<file path="config.mk">
export PLATFORM = sky130hd
export DESIGN_NAME = signed_divider
export DESIGN_NICKNAME = d
export VERILOG_FILES = /design/src/rtl/arith_pkg.sv /design/src/rtl/div_step.sv /design/src/rtl/signed_divider.sv
export SDC_FILE = /design/constraint.sdc
export NUM_CORES = 1
export LEC_CHECK = 0
export BUFFER_PORTS_ARGS = -buffer_cell sky130_fd_sc_hd__clkbuf_2
export CAP_MARGIN = 20
export CORE_ASPECT_RATIO = 0.5
export CORE_MARGIN = 1
export CORE_UTILIZATION = 45
export CTS_CLUSTER_DIAMETER = 60
export CTS_CLUSTER_SIZE = 20
export DETAILED_ROUTE_END_ITERATION = 7
export PLACE_DENSITY = 0.7
export SETUP_SLACK_MARGIN = 0.1
export SKIP_LAST_GASP = 1
export SYNTH_ARGS = -nofsm -noshare
export SYNTH_HDL_FRONTEND = slang
export SYNTH_SLANG_ARGS = --single-unit
</file>
<file path="constraint.sdc">
create_clock -name clk -period 3.42 [get_ports clk]
set_clock_uncertainty 0.2 [all_clocks]
set_input_delay 0.513 -clock clk [delete_from_list [all_inputs] [get_ports clk]]
set_output_delay 0.513 -clock clk [all_outputs]
set_load 0.02 [all_outputs]
</file>
<file path="src/rtl/arith_pkg.sv">
// Shared arithmetic-unit definitions: divider FSM states and default sizes.
package arith_pkg;

  typedef enum logic [1:0] {
    IDLE = 2'd0,
    CALC = 2'd1,
    FIX  = 2'd2,
    DONE = 2'd3
  } div_state_t;

  localparam int DIV_WIDTH = 32;
  localparam int DIV_CNT_W = $clog2(DIV_WIDTH + 1);

endpackage

</file>
<file path="src/rtl/div_step.sv">
// One restoring-division step: shift a bit into the partial remainder,
// trial-subtract the divisor magnitude, keep the difference if it fits.
module div_step
  import arith_pkg::*;
#(
  parameter int WIDTH = DIV_WIDTH
) (
  input  logic [WIDTH-1:0] rem_in,
  input  logic             bit_in,
  input  logic [WIDTH:0]   dmag,
  output logic [WIDTH-1:0] rem_out,
  output logic             q_bit
);

  logic [WIDTH:0] shifted;
  logic [WIDTH:0] diff;
  logic [WIDTH:0] sel;
  logic           unused_sel_msb;

  // Trial subtraction and restore mux.
  always_comb begin
    shifted = {rem_in, bit_in};
    q_bit   = (shifted >= dmag);
    diff    = shifted - dmag;
    sel     = q_bit ? diff : shifted;
    // The kept remainder is always below dmag <= 2^(WIDTH-1), so the top bit is zero.
    rem_out        = sel[WIDTH-1:0];
    unused_sel_msb = sel[WIDTH];
  end

endmodule

</file>
<file path="src/rtl/signed_divider.sv">
// Multi-cycle signed divider: 2*WIDTH-bit dividend / WIDTH-bit divisor,
// truncating quotient, remainder signed like the dividend, ovf/dz flags.
//
// Handshake: start is sampled only while idle (busy=0); the accepting edge
// captures dividend/divisor. busy is high while computing. done pulses for one
// cycle when results are valid; results hold until the next operation ends.
// start seen at any other time is dropped, never queued.
module signed_divider
  import arith_pkg::*;
#(
  parameter int WIDTH = DIV_WIDTH
) (
  input  logic                      clk,
  input  logic                      rst,
  input  logic                      start,
  input  logic signed [2*WIDTH-1:0] dividend,
  input  logic signed [WIDTH-1:0]   divisor,
  output logic                      busy,
  output logic                      done,
  output logic signed [WIDTH-1:0]   quotient,
  output logic signed [WIDTH-1:0]   remainder,
  output logic                      ovf,
  output logic                      dz,
  output logic [1:0]                dbg_state
);

  localparam int CW = $clog2(WIDTH + 1);
  localparam logic [WIDTH:0] NEG_LIM = (WIDTH+1)'(1) << (WIDTH - 1);

  div_state_t state, state_nx;

  logic [CW-1:0]      cnt;
  logic               q_neg;
  logic               r_neg;
  logic               dz_f;
  logic               povf_f;
  logic [WIDTH-1:0]   rem;
  logic [WIDTH-1:0]   lo;
  logic [WIDTH:0]     dmag;

  logic [2*WIDTH-1:0] dvd_mag;
  logic [WIDTH:0]     dvs_ext;
  logic [WIDTH:0]     dvs_mag;
  logic               dvs_zero;
  logic               pre_ovf;
  logic [WIDTH-1:0]   step_rem;
  logic               step_q;
  logic               range_bad;

  // Operand magnitudes and early-exit decisions for the accepting edge.
  always_comb begin
    dvd_mag  = dividend[2*WIDTH-1] ? -dividend : dividend;
    dvs_ext  = {divisor[WIDTH-1], divisor};
    dvs_mag  = dvs_ext[WIDTH] ? -dvs_ext : dvs_ext;
    dvs_zero = (divisor == '0);
    pre_ovf  = ({1'b0, dvd_mag[2*WIDTH-1:WIDTH]} >= dvs_mag);
  end

  div_step #(.WIDTH(WIDTH)) u_step (
    .rem_in  (rem),
    .bit_in  (lo[WIDTH-1]),
    .dmag    (dmag),
    .rem_out (step_rem),
    .q_bit   (step_q)
  );

  // Quotient magnitude that cannot be represented once the sign is applied.
  always_comb begin
    range_bad = q_neg ? ({1'b0, lo} > NEG_LIM) : lo[WIDTH-1];
  end

  // State register.
  always_ff @(posedge clk or negedge rst) begin
    if (!rst) state <= IDLE;
    else      state <= state_nx;
  end

  // Next-state decode and status outputs.
  always_comb begin
    state_nx  = state;
    busy      = 1'b0;
    dbg_state = state;
    case (state)
      IDLE: begin
        if (start) state_nx = (dvs_zero || pre_ovf) ? FIX : CALC;
      end
      CALC: begin
        busy = 1'b1;
        if (cnt == CW'(1)) state_nx = FIX;
      end
      FIX: begin
        busy     = 1'b1;
        state_nx = DONE;
      end
      DONE: state_nx = IDLE;
      default: state_nx = IDLE;
    endcase
  end

  // Operand capture, restoring iterations, sign fix-up and result registers.
  // done is registered off the DONE state so it is visible the cycle after it.
  always_ff @(posedge clk or negedge rst) begin
    if (!rst) begin
      cnt       <= '0;
      q_neg     <= 1'b0;
      r_neg     <= 1'b0;
      dz_f      <= 1'b0;
      povf_f    <= 1'b0;
      rem       <= '0;
      lo        <= '0;
      dmag      <= '0;
      done      <= 1'b0;
      quotient  <= '0;
      remainder <= '0;
      ovf       <= 1'b0;
      dz        <= 1'b0;
    end else begin
      done <= (state == DONE);
      case (state)
        IDLE: begin
          if (start) begin
            q_neg  <= dividend[2*WIDTH-1] ^ divisor[WIDTH-1];
            r_neg  <= dividend[2*WIDTH-1];
            rem    <= dvd_mag[2*WIDTH-1:WIDTH];
            lo     <= dvd_mag[WIDTH-1:0];
            dmag   <= dvs_mag;
            cnt    <= CW'(WIDTH);
            dz_f   <= dvs_zero;
            povf_f <= !dvs_zero && pre_ovf;
          end
        end
        CALC: begin
          rem <= step_rem;
          lo  <= {lo[WIDTH-2:0], step_q};
          cnt <= cnt - CW'(1);
        end
        FIX: begin
          if (dz_f) begin
            quotient  <= '0;
            remainder <= '0;
            ovf       <= 1'b0;
            dz        <= 1'b1;
          end else if (povf_f || range_bad) begin
            quotient  <= '0;
            remainder <= '0;
            ovf       <= 1'b1;
            dz        <= 1'b0;
          end else begin
            quotient  <= q_neg ? -lo : lo;
            remainder <= r_neg ? -rem : rem;
            ovf       <= 1'b0;
            dz        <= 1'b0;
          end
        end
        default: ;
      endcase
    end
  end

endmodule

</file>
==> results of run 1 <==
how the worst max path moves through the flow:
stage                 startpoint                        to  depth (start not counted)
floorplan           dividend[31]  dbg_state[0]$_DFFE_PN0P_                         14
global placement    dividend[31]  dbg_state[0]$_DFFE_PN0P_                         15
detailed placement  dividend[31]  dbg_state[0]$_DFFE_PN0P_                         15
CTS                 dividend[42]  dbg_state[0]$_DFFE_PN0P_                         16
global route        dividend[28]  dbg_state[0]$_DFFE_PN0P_                         17
finish              dividend[28]  dbg_state[0]$_DFFE_PN0P_                         17
worst max-delay path: cells and delay by family:
| family | cells | cell delay (ps) |
|---|---|---|
| AND/OR/NAND/NOR | 6 | 2040 |
| AO/OA/AOI/OAI | 6 | 1030 |
| buffers and inverters | 3 | 350 |
| adder cells (fa/ha/maj) | 1 | 280 |
| XOR/XNOR | 1 | 160 |
what timing repair did:
item	CTS	global route
pin swaps	5	16
endpoints found under the hold margin	76	0
setup endpoints to repair	4	76
hold buffers	1	0
buffers inserted	3	4
gates resized for setup	3	16
sequential cells by signal, indices dropped and copies added, names as in the netlist:
name / count
dmag: 33
ovf: 1
quotient: 32
r_neg: 1
dbg_state: 2
povf_f: 1
remainder: 32
dz: 1
done: 1
cnt: 6
dz_f: 1
rem: 32
q_neg: 1
lo: 32
per-layer routing:
| layer | vias up | share of wire |
|---|---|---|
| met4 | 0 | 0.028 |
| met1 | 6541 | 0.45 |
| met3 | 67 | 0.057 |
| met5 | - | 0 |
| li1 | 6566 | - |
| met2 | 411 | 0.47 |
synthesized netlist by cell type (29+ instances only):
cell type    n
o22ai_1     92
a21oi_1     75
xnor2_1     67
xor2_1     113
ha_1        75
dfrtp_1    176
clkbuf_1    68
nor2_1      50
nand2_1    123
a22oi_1     34
nor3_1      29
o31ai_1     41
o21ai_0    148
inv_1      121
metrics by stage:
| stage | cells | setup WS [ps] |
|---|---|---|
| floorplan | 1580 | -728 |
| global placement | 2328 | -1130 |
| detailed placement | 2328 | -1220 |
| CTS | 2363 | -694 |
| global route | 2367 | -983 |
| finish | 2367 | -838 |
power by group:
group / internal (mW) / leakage, nW / switching [mW]
Combinational: 4.76 / 5.52 / 6.41
Clock: 1.03 / 0.280 / 0.893
Sequential: 3.06 / 2.22 / 0.897
cell type report:
cell class | count | area [um^2] | area share
clock buffers | 18 | 439 | 0.0251
clock inverters | 13 | 125 | 0.00715
inverters | 122 | 458 | 0.0262
multi-input cells | 1197 | 8530 | 0.487
flip-flops and latches | 176 | 4410 | 0.252
well taps | 391 | 489 | 0.0279
repair buffers | 450 | 3060 | 0.175
logic make-up after synthesis:
logic type | Yosys count | share of synthesized area
xor+xnor | 180 | 0.116
compound gates | 522 | 0.251
fa+ha+maj | 76 | 0.0703
mux | 39 | 0.0306
simple gates | 380 | 0.148
flops | 176 | 0.323
buf+inv | 207 | 0.0618
==> flow_summary.ini, run 1 <==
[cells_and_area]
design_area_um2 = 17500
diodes = 0
layout_common_cells = buf_4 (274), dfrtp_1 (175), clkbuf_2 (166)
fillerInstances = 2656
syn2layout_area_growth_pct = 28.4
final_util = 0.596
layout.nets = 2139
drive_gt1_frac = 0.289
final_common_cell = buf_4

[critical_path]
reg2reg_to = quotient[21]$_DFFE_PN0P_
crit_path_start_kind = primary input
r2r_slack_ps = 130
cp_max_fo = 5
required_ps = 3560
criticalPathCategory = primary input to register
slowest_stage = or4b_4
crit_chain = buf_6, or4_4, or4b_4, nor3_4, buf_4, nand3_2, o31a_1, xor2_1, ha_1, nand4_1, nor4_1, a21oi_1, inv_1, o22ai_2, a41oi_4, o21ai_2, o22a_1
rr_worst_depth = 9
crit_path_end_kind = register
critPathMaxStageDelay_ps = 580
arrival_ps = 4400
rr_startpoint = lo[3]$_DFFE_PN0P_

[floorplanning]
initial_core_util = 0.464
die_y_um = 125
dieArea_um2 = 31000
core_area_um2 = 29400
rows = 44
dieWidth_um = 248
pin_count = 169

[synthesis]
synth_top_area_frac = 0.323
ys_ff_latch = 176
synth_nets = 1755
synth_top_area_cell = dfrtp_1
synth-edff-count = 0
avgSynthCellArea_um2 = 8.63
syn_inst = 1580
netlist_area_um2 = 13600
ys_top_cells_by_area = dfrtp_1 (32%), xor2_1 (7.3%), ha_1 (6.9%)
ys_seq_area_frac = 0.323
synth-async-reset-ratio = 1.00
synth_flop_cell = dfrtp_1
synth_cell_type_count = 85
yosysWarningCount = 0

[detailed_routing]
dr.first_iter.drc_count = 1182
postRouteAntennaNets = 0
drt_wl_total_um = 42300
vias = 13600
drc = 0
dr.pass1.iters = 5
wire_per_inst_um = 17.9
routed_via_density = 5.74

[cts]
cts_max_level = 4
cts_tree = done
clk_latency_ps = 450
clkTransAtPathRegs_ps = 70
cts_sinks = 176
cts_root_buffer = clkbuf_16
cts_buffer_depth = 2
cts_made_buffers = 17

[grt]
gr-usage-met3 = 0.0350
grt_start_max_net_pins = 81
antenna_found_initial = 0
grt_pass1_wl_um = 66500
gr-usage-met2 = 0.433
grt_busiest_layer = met2
track_usage = 0.271
grt.met1_usage = 0.376
grt.overflow.total = 0
grt_pass1_vias = 12600

[sta]
drv_slew = 0
fin_crit_ps = 4260
worstMarginPinSlew_ps = 1010
finalHoldViolations = 0
hold_ws_ps = 237
setup_slack_ps = -838
finalSetupTns_ps = -2450
rsz0062_at_grt = true
setup_viol = 3
timing.fmax_mhz = 235
slew_headroom = 0.325
period_share = 1.24

[run_status]
violations = negative setup slack
status = complete, but fails checks

[job]
max_cap_viol_count = 0

[placement]
dpl_cell_area_um2 = 16800
port_buffers = 168
place_congestion = 0.990
hpwl_um = 32600

[hold_path]
min_path_type = primary input to register
min_from = dividend[0]
whs_path_depth = 4
whs_endpoint = lo[0]$_DFFE_PN0P_

[power_and_ir_drop]
vdd_drop_max_uv = 446
p_per_area_nw_per_um2 = 974
p_total_mw = 17.1
power_leakage_nw = 8.02
Note: power is estimated with default switching activity, not from simulation.
==> run 2, diff against run 1 <==
--- a/config.mk
+++ b/config.mk
@@ -13,6 +13,7 @@
 export CTS_CLUSTER_DIAMETER = 60
 export CTS_CLUSTER_SIZE = 20
 export DETAILED_ROUTE_END_ITERATION = 7
+export GPL_ROUTABILITY_DRIVEN = 0
 export PLACE_DENSITY = 0.7
 export SETUP_SLACK_MARGIN = 0.1
 export SKIP_LAST_GASP = 1
==> constraint.sdc (replaced) <==
create_clock -name clk -period 4 [get_ports clk]
set_clock_uncertainty 0.2 [all_clocks]
set_input_delay 0.6 -clock clk [delete_from_list [all_inputs] [get_ports clk]]
set_output_delay 0.6 -clock clk [all_outputs]
set_load 0.02 [all_outputs]
==> run 2 against run 1 <==
The flow still finishes with violations (negative setup slack); flip-flop and latch count unchanged; combinational power fell by 19%; clock-buffer cell count rose by 6; hold slack better by 44 ps; sequential share of layout area is 0.85 points higher; critical path depth is 1 lower; core utilization shrank 2.0 points; worst setup slack improved by 500 ps; global-route usage down 0.40 points; critical path type unchanged; largest cell class unchanged; highest routed layer unchanged.
==> flow_summary.ini, run 2 (same netlist as run 1, synthesis figures left out) <==
[power_and_ir_drop]
p_per_area_nw_per_um2 = 839
power_leakage_nw = 7.69
vdd_drop_max_uv = 511
p_total_mw = 14.2

[grt]
grt_pass1_vias = 12600
antenna_found_initial = 0
grt.overflow.total = 0
grt_start_max_net_pins = 71
grt_pass1_wl_um = 65900
track_usage = 0.267

[hold_path]
min_from = dmag[18]$_DFFE_PN0P_
min_path_type = register to register

[sta]
setup_slack_ps = -333
period_share = 1.08
finalHoldViolations = 0
slew_headroom = 0.295
drv_slew = 0
worstMarginPinSlew_ps = 1060
timing.fmax_mhz = 231
setup_viol = 3
rsz0062_at_grt = true
fin_crit_ps = 4330

[placement]
port_buffers = 168
place_inst = 2264
hpwl_um = 31800

[cells_and_area]
syn2layout_area_growth_pct = 24.2
largest_reg_flops = 33
layout_common_cells = buf_4 (213), dfrtp_1 (176), clkbuf_2 (166)
final_cells = 2302
final_common_cell = buf_4
diodes = 0
fillerInstances = 2718
layout.nets = 2073
max_flop_register = dmag
drive_gt1_frac = 0.260

[detailed_routing]
wire_per_inst_um = 18.0
drc = 0
dr.first_iter.drc_count = 1214
postRouteAntennaNets = 0
routed_via_density = 5.80
dr.pass1.iters = 5
vias = 13400
drt_wl_total_um = 41400

[cts]
cts_buffer_depth = 2
cts_made_buffers = 17
cts_root_buffer = clkbuf_16
clk_latency_ps = 440
cts_sinks = 176
clkTransAtPathRegs_ps = 70
cts_max_level = 4
cts_tree = done

[critical_path]
criticalPathCategory = primary input to register
cp_max_fo = 5
cp.buffers_inverters = 2
crit_chain = buf_6, or4_4, or4b_4, nor3_4, nand3_2, o41a_1, xor2_2, ha_1, nand4_1, nor4_2, a21oi_1, inv_1, o22ai_2, a41oi_2, o21ai_1, o22a_1
crit_path_end_kind = register
crit_family = simple AND/OR/NAND/NOR gates
rr_startpoint = rem[27]$_DFFE_PN0P_
arrival_ps = 4460
crit_path_start_kind = primary input
crit_path_start = dividend[31]
required_ps = 4130
critPathMaxStageDelay_ps = 550
slowest_stage = or4b_4

[floorplanning]
dieArea_um2 = 31000
pin_count = 169
die_y_um = 125
rows = 44
core_area_um2 = 29400
dieWidth_um = 248
initial_core_util = 0.464

[run_status]
status = complete, but fails checks
violations = negative setup slack

[job]
max_cap_viol_count = 0
==> run 2: changes by cell type in the layout (fill, tap and decap cells not counted), sizes merged <==
cell    before  now
buf        283  217
clkbuf     184  190
inv        127  122
bufinv       1    2
clkinv       6    5
==> run 2: path summary, 6_finish.rpt <==
kind,cells past startpoint,slack (ps),end
min reg2reg,2,280,dmag[18]$_DFFE_PN0P_
max in group asynchronous,3,2220,lo[20]$_DFFE_PN0P_
min,2,280,dmag[18]$_DFFE_PN0P_
max reg2reg,10,420,rem[21]$_DFFE_PN0P_
max,16,-330,dbg_state[0]$_DFFE_PN0P_
min in group asynchronous,2,510,remainder[18]$_DFFE_PN0P_
==> run 2: power breakdown <==
group          total [mW]  switching [mW]  internal (mW)
combinational        9.05            5.31           3.74
sequential           3.43           0.810           2.62
clock                1.72           0.718           1.00
==> run 2: metal layers <==
metal / part of all wire / up-vias / track usage / wire length (um)
li1: - / 6442 / - / -
met2: 0.46 / 446 / 0.427 / 19100
met5: 0 / - / 0 / 0
met1: 0.45 / 6383 / 0.364 / 18500
met4: 0.034 / 0 / 0.104 / 1390
met3: 0.058 / 81 / 0.0393 / 2410
==> run 2: timing repair <==
| item | in CTS | in global routing |
|---|---|---|
| hold buffers | 1 | 0 |
| endpoints found under the hold margin | 35 | 0 |
| resized for setup | 2 | 6 |
| pin swaps | 3 | 6 |
| buffers inserted | 3 | 2 |
| setup endpoints to repair | 3 | 4 |
==> run 2: cell type report <==
type | count | area [um^2] | share of cell area
timing repair buffer | 384 | 2500 | 0.148
sequential | 176 | 4400 | 0.260
clock buffer | 24 | 502 | 0.0296
inverter | 122 | 458 | 0.0270
clock inverter | 8 | 100 | 0.00591
multi-input combinational | 1197 | 8480 | 0.501
tap | 391 | 489 | 0.0289
==> run 2: per-stage QoR <==
| step | hold slack, ps | setup WS (ps) | setup TNS (ps) | util | area (um^2) |
|---|---|---|---|---|---|
| 6_report | 281 | -333 | -929 | 0.576 | 16900 |
| 5_1_grt | 295 | -475 | -1380 | 0.576 | 16900 |
| 4_1_cts | 286 | -227 | -583 | 0.575 | 16900 |
| 3_5_place_dp | 271 | -749 | -2040 | 0.553 | 16200 |
| 3_3_place_gp | 263 | -647 | -1740 | 0.553 | 16200 |
| 2_1_floorplan | 104 | -235 | -547 | - | 13700 |
==> run 2: worst min-delay path: cells and delay by family, from the launching register on <==
family             cells  cell delay [ps]
DFF                    1              340
AOI/OAI and AO/OA      1               60
and+or+nand+nor        1               50
==> run 3, diff against run 2 <==
--- a/config.mk
+++ b/config.mk
@@ -9,12 +9,12 @@
 export CAP_MARGIN = 20
 export CORE_ASPECT_RATIO = 0.5
 export CORE_MARGIN = 1
-export CORE_UTILIZATION = 45
+export CORE_UTILIZATION = 37
 export CTS_CLUSTER_DIAMETER = 60
 export CTS_CLUSTER_SIZE = 20
 export DETAILED_ROUTE_END_ITERATION = 7
 export GPL_ROUTABILITY_DRIVEN = 0
-export PLACE_DENSITY = 0.7
+export PLACE_DENSITY = 0.63
 export SETUP_SLACK_MARGIN = 0.1
 export SKIP_LAST_GASP = 1
 export SYNTH_ARGS = -nofsm -noshare
==> constraint.sdc (replaced) <==
create_clock -name clk -period 3.7 [get_ports clk]
set_clock_uncertainty 0.2 [all_clocks]
set_input_delay 0.555 -clock clk [delete_from_list [all_inputs] [get_ports clk]]
set_output_delay 0.555 -clock clk [all_outputs]
set_load 0.02 [all_outputs]
==> run 3 against run 2 <==
Design area grew 2.3%; largest cell class unchanged; final cell count rose by 5.1%; flip-flop and latch count did not move; highest routed layer unchanged; routed wire length increased by 3.8%; via count is 0.36% lower; critical endpoint is now povf_f$_DFFE_PN0P_; total power grew 9.4%; register-to-register slack lost 90 ps; non-clock buffer count grew 26; core utilization is 9.7 points lower; sequential power up 8.2%; hold slack got worse by 14 ps; the run still ends with negative setup slack left; global-route usage is 4.0 points lower.
==> flow_summary.ini, run 3 (same netlist as run 1, synthesis figures left out) <==
[sta]
worstMarginPinSlew_ps = 992
hold_ws_ps = 267
slew_headroom = 0.338
period_share = 1.15
setup_viol = 3
fin_crit_ps = 4270
rsz0062_at_grt = true
setup_slack_ps = -568
finalSetupTns_ps = -1570
drv_slew = 0
timing.fmax_mhz = 234
finalHoldViolations = 0

[run_status]
status = complete, but fails checks
violations = negative setup slack

[cts]
cts_buffer_depth = 2
cts_made_buffers = 17
cts_root_buffer = clkbuf_16
cts_tree = done
cts_max_level = 4
clkTransAtPathRegs_ps = 70
cts_sinks = 176
clk_latency_ps = 450

[cells_and_area]
design_area_um2 = 17300
fillerInstances = 3475
diodes = 0
max_flop_register = dmag
largest_reg_flops = 33
layout_common_cells = buf_4 (239), dfrtp_1 (176), clkbuf_2 (167)
drive_gt1_frac = 0.270
final_common_cell = buf_4
syn2layout_area_growth_pct = 27.0
final_cells = 2420
layout.nets = 2099

[grt]
grt_start_max_net_pins = 71
track_usage = 0.227
grt_pass1_wl_um = 66700
grt.met1_usage = 0.293
gr-usage-met3 = 0.0401
grt.overflow.total = 0
gr-usage-met2 = 0.375
antenna_found_initial = 0
grt_busiest_layer = met2
grt_pass1_vias = 12500

[detailed_routing]
dr.first_iter.drc_count = 1075
routed_via_density = 5.50
drt_wl_total_um = 43000
drc = 0
dr.pass1.iters = 7
wire_per_inst_um = 17.8
postRouteAntennaNets = 0
vias = 13300

[floorplanning]
pin_count = 169
initial_core_util = 0.378
die_y_um = 138
core_area_um2 = 36100
dieWidth_um = 273
rows = 49
dieArea_um2 = 37700

[power_and_ir_drop]
p_total_mw = 15.5
p_per_area_nw_per_um2 = 897
intPower_mw = 8.12
power_leakage_nw = 7.84
power_frac_clock = 0.129
p_sw_mw = 7.41
vdd_drop_max_uv = 508
pwr-share-comb = 0.632
power_frac_seq = 0.239
switching_share = 0.477

[critical_path]
crit_path_end_kind = register
cp_max_fo = 7
criticalPathCategory = primary input to register
arrival_ps = 4450
crit_path_start_kind = primary input
required_ps = 3880

[placement]
hpwl_um = 33300
place_inst = 2386
port_buffers = 168
dpl_cell_area_um2 = 16600

[hold_path]
min_path_type = primary input to register

[job]
max_cap_viol_count = 0
[run 3: cell types whose count changed in the layout (fill, tap and decap cells not counted), moves of 2 or more]
| cell | delta |
|---|---|
| buf_4 | +26 |
| bufinv_16 | +2 |
| clkinv_2 | -2 |
| nand3_2 | -2 |
| nor4_1 | -3 |
| nor4_2 | +2 |
[run 3: repair_timing]
action	4_1_cts	5_1_grt
gates cloned	0	0
hold buffers	1	0
hold endpoints to repair	67	0
resized for setup	6	5
buffers inserted	1	1
pin swaps	5	4
setup endpoints to repair	3	38
[run 3: metal layers]
layer,vias up,wire [um]
met5,-,0
li1,6501,-
met3,74,2070
met1,6387,18800
met4,0,1600
met2,342,20500
[run 3: final timing paths]
kind                                          start                         to  slack [ps]  cells after the start
worst max-delay path                   dividend[41]         povf_f$_DFFE_PN0P_        -570                     18
worst min-delay path                    dividend[0]          lo[0]$_DFFE_PN0P_         270                      4
worst max register to register   rem[1]$_DFFE_PN0P_        rem[20]$_DFFE_PN0P_         330                     11
worst min register to register  dmag[9]$_DFFE_PN0P_        dmag[9]$_DFFE_PN0P_         280                      2
max in group asynchronous                       rst   quotient[18]$_DFFE_PN0P_        1970                      3
min in group asynchronous                       rst  remainder[21]$_DFFE_PN0P_         450                      2
[run 3: power by group through the flow]
stage                     registers [mW]  logic [mW]  clock network, mW
after floorplan                     3.90        6.62                  0
after global placement              3.70        9.54                  0
after detailed placement            3.73        9.68                  0
after CTS                           3.70        9.75               2.03
after global routing                3.84        10.8               2.10
final                               3.71        9.82               2.00
[run 3: worst max-delay path: stages]
cell      delay (ps)
clkbuf_2          90
or4_4            530
or4_4            520
nor3_4           230
buf_12           150
nand3_4           80
o41a_1           330
xor2_1           170
ha_1             320
nand4_1          220
nor4_2           380
a21oi_2          100
inv_1             60
o22ai_1           80
a41oi_2          280
buf_4            160
nand3_1           70
o21ai_1          110
[run 3: layout make-up]
class	instances	area, um^2	share of cell area
multi-input combinational	1197	8520	0.492
clock buffer	23	488	0.0282
timing repair buffer	410	2690	0.155
inverter	122	458	0.0264
clock inverter	8	151	0.00874
tap	484	606	0.0350
sequential	176	4400	0.254
[run 3: per-stage QoR]
stage | util | setup WS (ps)
2_1_floorplan | - | -490
3_3_place_gp | 0.459 | -877
3_5_place_dp | 0.459 | -1000
4_1_cts | 0.479 | -479
5_1_grt | 0.480 | -678
6_report | 0.480 | -568
